## src/rtl/mmio_uart_tx_pkg.sv

```systemverilog
// ---------------------------------------------------------------------------
// mmio_uart_tx_pkg
//   Shared definitions for the memory-mapped UART transmitter:
//   register offsets inside the three-word window, STATUS bit positions,
//   the transmitter state type and a small helper for the STATUS count field.
// ---------------------------------------------------------------------------
package mmio_uart_tx_pkg;

    // Word offsets from BASE_ADR
    localparam logic [1:0] TXDATA_OFS  = 2'd0;
    localparam logic [1:0] STATUS_OFS  = 2'd1;
    localparam logic [1:0] BAUDDIV_OFS = 2'd2;

    // STATUS layout: {9'b0, overflow, count[2:0], busy, empty, full}
    localparam int ST_FULL_BIT     = 0;
    localparam int ST_EMPTY_BIT    = 1;
    localparam int ST_BUSY_BIT     = 2;
    localparam int ST_COUNT_LSB    = 3;
    localparam int ST_COUNT_MSB    = 5;
    localparam int ST_OVERFLOW_BIT = 6;

    // Serial frame states
    typedef enum logic [1:0] {
        IDLE  = 2'd0,
        START = 2'd1,
        DATA  = 2'd2,
        STOP  = 2'd3
    } uartState_e;

    // The STATUS count field is only three bits wide, so deeper FIFOs
    // show their occupancy clamped at 7.
    function automatic logic [2:0] satCount3(input logic [31:0] c);
        return (c > 32'd7) ? 3'd7 : c[2:0];
    endfunction

endpackage

```

## src/rtl/mmio_uart_tx_fifo.sv

```systemverilog
// ---------------------------------------------------------------------------
// tx_fifo
//   Byte FIFO feeding the UART shifter. Show-ahead: dout always presents
//   the head entry, and pop simply advances past it.
//   Ports:
//     clk, rst    - clock, asynchronous active-high reset
//     push, din   - write request and byte
//     pop         - consume the head byte (ignored when empty)
//     dout        - head byte
//     full, empty - occupancy flags
//     count       - number of stored bytes (0..DEPTH)
//   DEPTH must be a power of two and at least 2.
// ---------------------------------------------------------------------------
module tx_fifo #(
    parameter int DEPTH = 4,
    localparam int AW = $clog2(DEPTH),
    localparam int CW = AW + 1
) (
    input  logic          clk,
    input  logic          rst,
    input  logic          push,
    input  logic [7:0]    din,
    input  logic          pop,
    output logic [7:0]    dout,
    output logic          full,
    output logic          empty,
    output logic [CW-1:0] count
);

    logic [7:0]    mem_q [DEPTH];
    logic [CW-1:0] wrPtr_q, wrPtr_d;
    logic [CW-1:0] rdPtr_q, rdPtr_d;
    logic          doPush;
    logic          doPop;

    // Pointers carry one extra bit so full and empty are distinguishable;
    // the low AW bits wrap naturally modulo DEPTH. A push into a full FIFO
    // is still accepted when a pop frees the head slot on the same edge.
    always_comb begin
        count   = wrPtr_q - rdPtr_q;
        empty   = (count == '0);
        full    = (count == CW'(DEPTH));
        doPop   = pop && !empty;
        doPush  = push && (!full || doPop);
        wrPtr_d = doPush ? wrPtr_q + 1'b1 : wrPtr_q;
        rdPtr_d = doPop  ? rdPtr_q + 1'b1 : rdPtr_q;
        dout    = mem_q[rdPtr_q[AW-1:0]];
    end

    // Pointer registers; reset empties the FIFO by aligning both pointers.
    always_ff @(posedge clk or posedge rst) begin
        if (rst) begin
            wrPtr_q <= '0;
            rdPtr_q <= '0;
        end else begin
            wrPtr_q <= wrPtr_d;
            rdPtr_q <= rdPtr_d;
        end
    end

    // Storage needs no reset: stale entries are never visible while empty.
    always_ff @(posedge clk) begin
        if (doPush) begin
            mem_q[wrPtr_q[AW-1:0]] <= din;
        end
    end

endmodule

```

## src/rtl/mmio_uart_tx.sv

```systemverilog
// ---------------------------------------------------------------------------
// mmio_uart_tx
//   Memory-mapped UART transmitter occupying three word addresses:
//     BASE_ADR+0 TXDATA  (write: queue a byte, read: 0)
//     BASE_ADR+1 STATUS  (read; clears the sticky overflow flag)
//     BASE_ADR+2 BAUDDIV (read/write; bit time = BAUDDIV+1 clocks)
//   Ports:
//     clk, rst            - clock, asynchronous active-high reset
//     memread, memwrite   - CPU strobes
//     adr, writedata      - CPU word address and write data
//     memdata             - registered read data (one-cycle latency)
//     sel                 - combinational address match for the read mux
//     tx                  - serial output, idles high
// ---------------------------------------------------------------------------
module mmio_uart_tx
    import mmio_uart_tx_pkg::*;
#(
    parameter logic [15:0] BASE_ADR   = 16'hFF00,
    parameter logic [15:0] DIV_RESET  = 16'd433,
    parameter int          FIFO_DEPTH = 4
) (
    input  logic        clk,
    input  logic        rst,
    input  logic        memread,
    input  logic        memwrite,
    input  logic [15:0] adr,
    input  logic [15:0] writedata,
    output logic [15:0] memdata,
    output logic        sel,
    output logic        tx
);

    localparam int CW = $clog2(FIFO_DEPTH) + 1;

    logic [15:0]  adrOfs;
    logic [1:0]   regOfs;
    logic         wrAccept;
    logic         rdAccept;
    logic         txdataWrite;
    logic         ovfEvent;
    logic [15:0]  statusWord;

    logic [15:0]  memdata_q, memdata_d;
    logic [15:0]  baudDiv_q, baudDiv_d;
    logic         overflow_q, overflow_d;

    uartState_e   state_q, state_d;
    logic [15:0]  bitTimer_q, bitTimer_d;
    logic [15:0]  reload_q, reload_d;
    logic [2:0]   bitCnt_q, bitCnt_d;
    logic [7:0]   shift_q, shift_d;
    logic         startFrame;

    logic         fifoPop;
    logic [7:0]   fifoDout;
    logic         fifoFull;
    logic         fifoEmpty;
    logic [CW-1:0] fifoCount;

    tx_fifo #(
        .DEPTH (FIFO_DEPTH)
    ) u_fifo (
        .clk   (clk),
        .rst   (rst),
        .push  (txdataWrite),
        .din   (writedata[7:0]),
        .pop   (fifoPop),
        .dout  (fifoDout),
        .full  (fifoFull),
        .empty (fifoEmpty),
        .count (fifoCount)
    );

    // Address decode. The subtraction wraps modulo 2^16, so the window is
    // matched correctly even when BASE_ADR sits near the top of the map.
    // A combined read+write is treated as a write only, leaving memdata alone.
    always_comb begin
        adrOfs      = adr - BASE_ADR;
        sel         = (adrOfs < 16'd3);
        regOfs      = adrOfs[1:0];
        wrAccept    = memwrite && sel;
        rdAccept    = memread && sel && !memwrite;
        txdataWrite = wrAccept && (regOfs == TXDATA_OFS);
        ovfEvent    = txdataWrite && fifoFull && !fifoPop;
    end

    // STATUS word assembled from live state.
    always_comb begin
        statusWord                               = '0;
        statusWord[ST_OVERFLOW_BIT]              = overflow_q;
        statusWord[ST_COUNT_MSB:ST_COUNT_LSB]    = satCount3(32'(fifoCount));
        statusWord[ST_BUSY_BIT]                  = (state_q != IDLE);
        statusWord[ST_EMPTY_BIT]                 = fifoEmpty;
        statusWord[ST_FULL_BIT]                  = fifoFull;
    end

    // Register-file next state: read capture, BAUDDIV write and the sticky
    // overflow flag. An overflow on the same edge as a STATUS read keeps the
    // flag set so the event is never lost.
    always_comb begin
        memdata_d  = memdata_q;
        baudDiv_d  = baudDiv_q;
        overflow_d = overflow_q;
        if (rdAccept) begin
            case (regOfs)
                STATUS_OFS:  memdata_d = statusWord;
                BAUDDIV_OFS: memdata_d = baudDiv_q;
                default:     memdata_d = 16'h0000;
            endcase
        end
        if (wrAccept && (regOfs == BAUDDIV_OFS)) begin
            baudDiv_d = writedata;
        end
        if (ovfEvent) begin
            overflow_d = 1'b1;
        end else if (rdAccept && (regOfs == STATUS_OFS)) begin
            overflow_d = 1'b0;
        end
    end

    // Register-file state.
    always_ff @(posedge clk or posedge rst) begin
        if (rst) begin
            memdata_q  <= '0;
            baudDiv_q  <= DIV_RESET;
            overflow_q <= 1'b0;
        end else begin
            memdata_q  <= memdata_d;
            baudDiv_q  <= baudDiv_d;
            overflow_q <= overflow_d;
        end
    end

    assign memdata = memdata_q;

    // Transmit FSM next state and serial output. The bit timer counts down
    // from the divisor latched at frame start, so each bit lasts reload+1
    // clocks and a BAUDDIV write mid-frame only affects the next frame.
    // A new frame can start from IDLE or straight out of the last STOP
    // cycle, which keeps queued frames back-to-back.
    always_comb begin
        state_d    = state_q;
        bitTimer_d = bitTimer_q;
        reload_d   = reload_q;
        bitCnt_d   = bitCnt_q;
        shift_d    = shift_q;
        fifoPop    = 1'b0;
        startFrame = 1'b0;
        tx         = 1'b1;
        case (state_q)
            IDLE: begin
                startFrame = !fifoEmpty;
            end
            START: begin
                tx = 1'b0;
                if (bitTimer_q == '0) begin
                    bitTimer_d = reload_q;
                    bitCnt_d   = '0;
                    state_d    = DATA;
                end else begin
                    bitTimer_d = bitTimer_q - 16'd1;
                end
            end
            DATA: begin
                tx = shift_q[0];
                if (bitTimer_q == '0) begin
                    bitTimer_d = reload_q;
                    if (bitCnt_q == 3'd7) begin
                        state_d = STOP;
                    end else begin
                        shift_d  = {1'b0, shift_q[7:1]};
                        bitCnt_d = bitCnt_q + 3'd1;
                    end
                end else begin
                    bitTimer_d = bitTimer_q - 16'd1;
                end
            end
            STOP: begin
                if (bitTimer_q == '0) begin
                    if (!fifoEmpty) begin
                        startFrame = 1'b1;
                    end else begin
                        state_d = IDLE;
                    end
                end else begin
                    bitTimer_d = bitTimer_q - 16'd1;
                end
            end
            default: begin
                state_d = IDLE;
            end
        endcase
        if (startFrame) begin
            fifoPop    = 1'b1;
            shift_d    = fifoDout;
            reload_d   = baudDiv_q;
            bitTimer_d = baudDiv_q;
            bitCnt_d   = '0;
            state_d    = START;
        end
    end

    // Transmit FSM state. Reset returns to IDLE at once, which forces tx high
    // without waiting for a clock edge.
    always_ff @(posedge clk or posedge rst) begin
        if (rst) begin
            state_q    <= IDLE;
            bitTimer_q <= '0;
            reload_q   <= '0;
            bitCnt_q   <= '0;
            shift_q    <= '0;
        end else begin
            state_q    <= state_d;
            bitTimer_q <= bitTimer_d;
            reload_q   <= reload_d;
            bitCnt_q   <= bitCnt_d;
            shift_q    <= shift_d;
        end
    end

endmodule

```

## config.mk

```make
export PLATFORM = sky130hd
export DESIGN_NAME = mmio_uart_tx
export DESIGN_NICKNAME = d
export VERILOG_FILES = /design/src/rtl/mmio_uart_tx_pkg.sv /design/src/rtl/mmio_uart_tx_fifo.sv /design/src/rtl/mmio_uart_tx.sv
export SDC_FILE = /design/constraint.sdc
export NUM_CORES = 1
export LEC_CHECK = 0
export CAP_MARGIN = 20
export CORE_UTILIZATION = 45
export DETAILED_ROUTE_END_ITERATION = 8
export PLACE_DENSITY = 0.62
export SLEW_MARGIN = 10
export SYNTH_ARGS = -nofsm -noshare
export SYNTH_HDL_FRONTEND = slang
export SYNTH_SLANG_ARGS = --single-unit
```

## constraint.sdc

```tcl
create_clock -name clk -period 3.8 [get_ports clk]
set_input_delay 1.14 -clock clk [delete_from_list [all_inputs] [get_ports clk]]
set_output_delay 1.14 -clock clk [all_outputs]
set_load 0.01 [all_outputs]
```

==> metrics.md <==
| Metric | Value |
|---|---|
| Vias in the first global route | `4330` |
| Root buffer cell | `clkbuf_16` |
| Antenna Cells | `0` |
| Final hold vios | `0` |
| Slew Limit Fails | `0` |
| Sequential power share | `37.9%` |
| Antenna-violating nets left | `0` |
| Gpl congestion | `0.7883` |
| Setup violations, final | `0` |
| Core area | `0.01216 mm2` |
| Avg WL per Cell | `17.19 um` |
| Most common cell after layout, fill and taps aside | `nand2_1` |
| Sequential share of the synthesized area | `53.86%` |
| Switch Pwr | `1.165 mW` |
| Int Pwr | `3.016 mW` |
| H-tree levels | `4` |
| Peak supply drop | `249.6 uV` |
| 1st-pass router iterations | `4` |
| Nets | `623` |
| Final instance area | `0.007131 mm2` |
| Number of max-cap violations | `0` |
| DP Area | `0.006487 mm2` |
| Die Ht | `114.5 um` |
| Clock skew | `0.006933 ns` |
| Slew at the pin with the worst max-slew slack | `0.6475 ns` |
| Net Sw Frac | `27.87%` |
| Detailed placer's ending HPWL | `9028 um` |
| Outcome | `complete, no violations` |
| Post-Route WL | `12860 um` |
| Largest net degree at the start of global routing | `35` |
| Area delta synth->final | `25.14%` |
| Critical Path Sink Type | `output port` |
| Combinational power share | `21.3%` |
| CTS tree | `yes` |
| Unrepaired setup endpoints after global routing | `false` |
| Max Fanout on Critical Path | `2` |
| Avg Inst Size Synth | `11.37 um2` |
| DRT iter0 DRCs | `225` |
| Max Fclk | `0.2680 GHz` |
| GRT overflow | `0` |
| Power Density | `586.3 mW/mm2` |
| Die Area | `0.01312 mm2` |
| Worst hold path class | `flop to flop` |
| Most frequent cells in the layout | `90 x nand2_1, 79 x dfrtp_1, 52 x clkdlybuf4s50_1, 32 x edfxtp_1, 30 x o21ai_0` |
| CP startpoint kind | `primary input` |
| Fraction of registers with async set or reset after synthesis | `72.41%` |
| Flops & latches, synth | `116` |
| Predominant post-synthesis flop cell | `dfrtp_1` |
| Filler cell count in the final layout | `973` |
| Cells after Synth | `501` |
| Initial antenna violation count | `0` |
| GRT Resource Usage Total | `21.94%` |
| Total CTS buffers | `17` |
| # DRC | `0` |
| Setup CP Type | `primary input to output port` |
| Initial Util | `46.85%` |
| # Post-CTS Setup Buffers | `0` |
| Critical Path AT | `2.59 ns` |
| Clk pwr share | `40.8%` |
| CTS Sinks | `116` |
| LEAKAGE | `2.993 nW` |
| Final Critical Period | `3.731 ns` |
| Final period util | `98.20%` |
| # IOs | `54` |
| Final Hold Slack | `0.4743 ns` |
| Port Buffers | `53` |
| Post-Syn Nets | `557` |
| DR vias | `4032` |
| Post-synth EDFFs | `32` |
| Number of distinct library cells after synthesis | `65` |
| First-pass GRT wire length | `21710 um` |
| Routed vias/inst | `5.390` |
| Site row count | `40` |
| Clock transition at path regs | `0.05 ns` |
| Synthesis Warnings | `0` |
| Worst-Skew Late Latency | `0.41 ns` |
| CTS Buffer Depth | `2` |
| Slew HR | `56.43%` |
| Post-Syn Area | `0.005698 mm2` |
| Layout cells sized above 1 | `17.76%` |
| Chip width | `114.5 um` |
| Critical path required time | `2.66 ns` |
-- metal layers --
layer  global-route usage, %  wire [um]
met1                   30.34       6254
met2                   33.90       5923
met3                   4.235        469
met4                   9.264        208
met5                       0          0
-- cell type report --
cell class	count	area, um2	area share (%)
clock buffer	23	488.0	6.843
clock inverter	9	150.1	2.106
inverter	18	68.82	0.9651
multi-input combinational	339	2412	33.83
sequential	116	3069	43.04
tap	168	210.2	2.948
timing repair buffer	75	732.0	10.26
-- what timing repair did --
| item | 4_1_cts | 5_1_grt |
|---|---|---|
| endpoints found under the setup margin | 1 | 0 |
| hold buffers | 0 | 0 |
| resized for setup | 2 | 0 |
-- synthesized netlist by cell type, types with 2 or more instances --
| library cell | n | area [um2] |
|---|---|---|
| nand3_1 | 7 | 35.03 |
| and3_1 | 2 | 12.51 |
| dfrtp_1 | 79 | 1977 |
| nor4_1 | 6 | 37.54 |
| a22o_1 | 3 | 26.28 |
| a22oi_1 | 5 | 37.54 |
| nor2_1 | 17 | 63.81 |
| clkbuf_1 | 13 | 48.80 |
| o31ai_1 | 2 | 15.01 |
| inv_1 | 18 | 67.56 |
| nor3b_1 | 2 | 15.01 |
| buf_2 | 6 | 30.03 |
| buf_6 | 5 | 56.30 |
| o22ai_1 | 2 | 12.51 |
| nand2_1 | 90 | 337.8 |
| o211ai_1 | 9 | 67.56 |
| mux2i_1 | 7 | 70.07 |
| edfxtp_1 | 32 | 960.9 |
| buf_1 | 2 | 7.510 |
| or4_1 | 2 | 15.01 |
| xor2_1 | 5 | 43.79 |
| nand4_1 | 3 | 18.77 |
| o21ai_0 | 30 | 150.1 |
| nor4_2 | 2 | 25.02 |
| dfstp_2 | 5 | 131.4 |
| nand4b_1 | 2 | 17.52 |
| mux4_2 | 8 | 180.2 |
| or4_4 | 2 | 22.52 |
| xnor2_1 | 10 | 87.58 |
| nand2b_1 | 2 | 12.51 |
| nor4b_1 | 2 | 17.52 |
| mux2_2 | 21 | 236.5 |
| a21oi_1 | 18 | 90.09 |
| or3_1 | 2 | 12.51 |
| nor3_1 | 6 | 30.03 |
| a211o_1 | 9 | 78.83 |
| a31oi_1 | 14 | 87.58 |
| or2_2 | 3 | 18.77 |
| and2_1 | 4 | 25.02 |
| ha_1 | 19 | 237.7 |
-- critical path, stage by stage --
cell             delay (ns)
clkdlybuf4s50_1        0.39
or3_1                  0.41
nor4_2                 0.34
dlygate4sd2_1          0.31
-- registers in the layout, summed over array words and instances, names as in the netlist, 2 cells and up --
signal,count
baudDiv_q,16
bitCnt_q,3
bitTimer_q,16
memdata,16
reload_q,16
shift_q,8
state_q,2
u_fifo.mem_q,32
u_fifo.rdPtr_q,3
u_fifo.wrPtr_q,3
-- worst paths after layout --
check	start	to	slack, ns	cells after the start
max	adr[5]	sel	0.07	4
min	reload_q[8]	reload_q[8]	0.47	2
max reg2reg	u_fifo.wrPtr_q[0]	bitTimer_q[13]	0.80	9
min reg2reg	reload_q[8]	reload_q[8]	0.47	2
max in group asynchronous	rst	baudDiv_q[5]	1.97	3
min in group asynchronous	rst	memdata[14]	1.11	2
-- power by group through the flow --
stage | Sequential (mW) | Clock [mW] | Combinational (mW)
floorplan | 1.55 | 0 | 0.736
global placement | 1.60 | 0 | 0.855
detailed placement | 1.60 | 0 | 0.888
CTS | 1.58 | 1.73 | 0.891
global route | 1.61 | 1.79 | 0.997
finish | 1.59 | 1.71 | 0.889
-- cells by family after synthesis --
kind of cell    share of synthesized area (%)
flops                                   53.86
compound gates                          12.01
fa+ha+maj                               4.524
buf+inv                                 4.018
mux                                     8.542
simple gates                            13.92
xor+xnor                                3.118
-- through the flow --
stage	instances	power, mW	worst slack, ns	setup TNS, ns	utilization, %
floorplan	501	2.287	0.5031	0	-
global placement	716	2.453	-0.2848	-0.2848	53.34
detailed placement	716	2.492	-0.3326	-0.3326	53.34
global route	748	4.393	0.005175	0	58.63
finish	748	4.181	0.06856	0	58.63
CTS	748	4.204	0.07131	0	58.63
No activity file was read; power rests on OpenSTA's default activity.
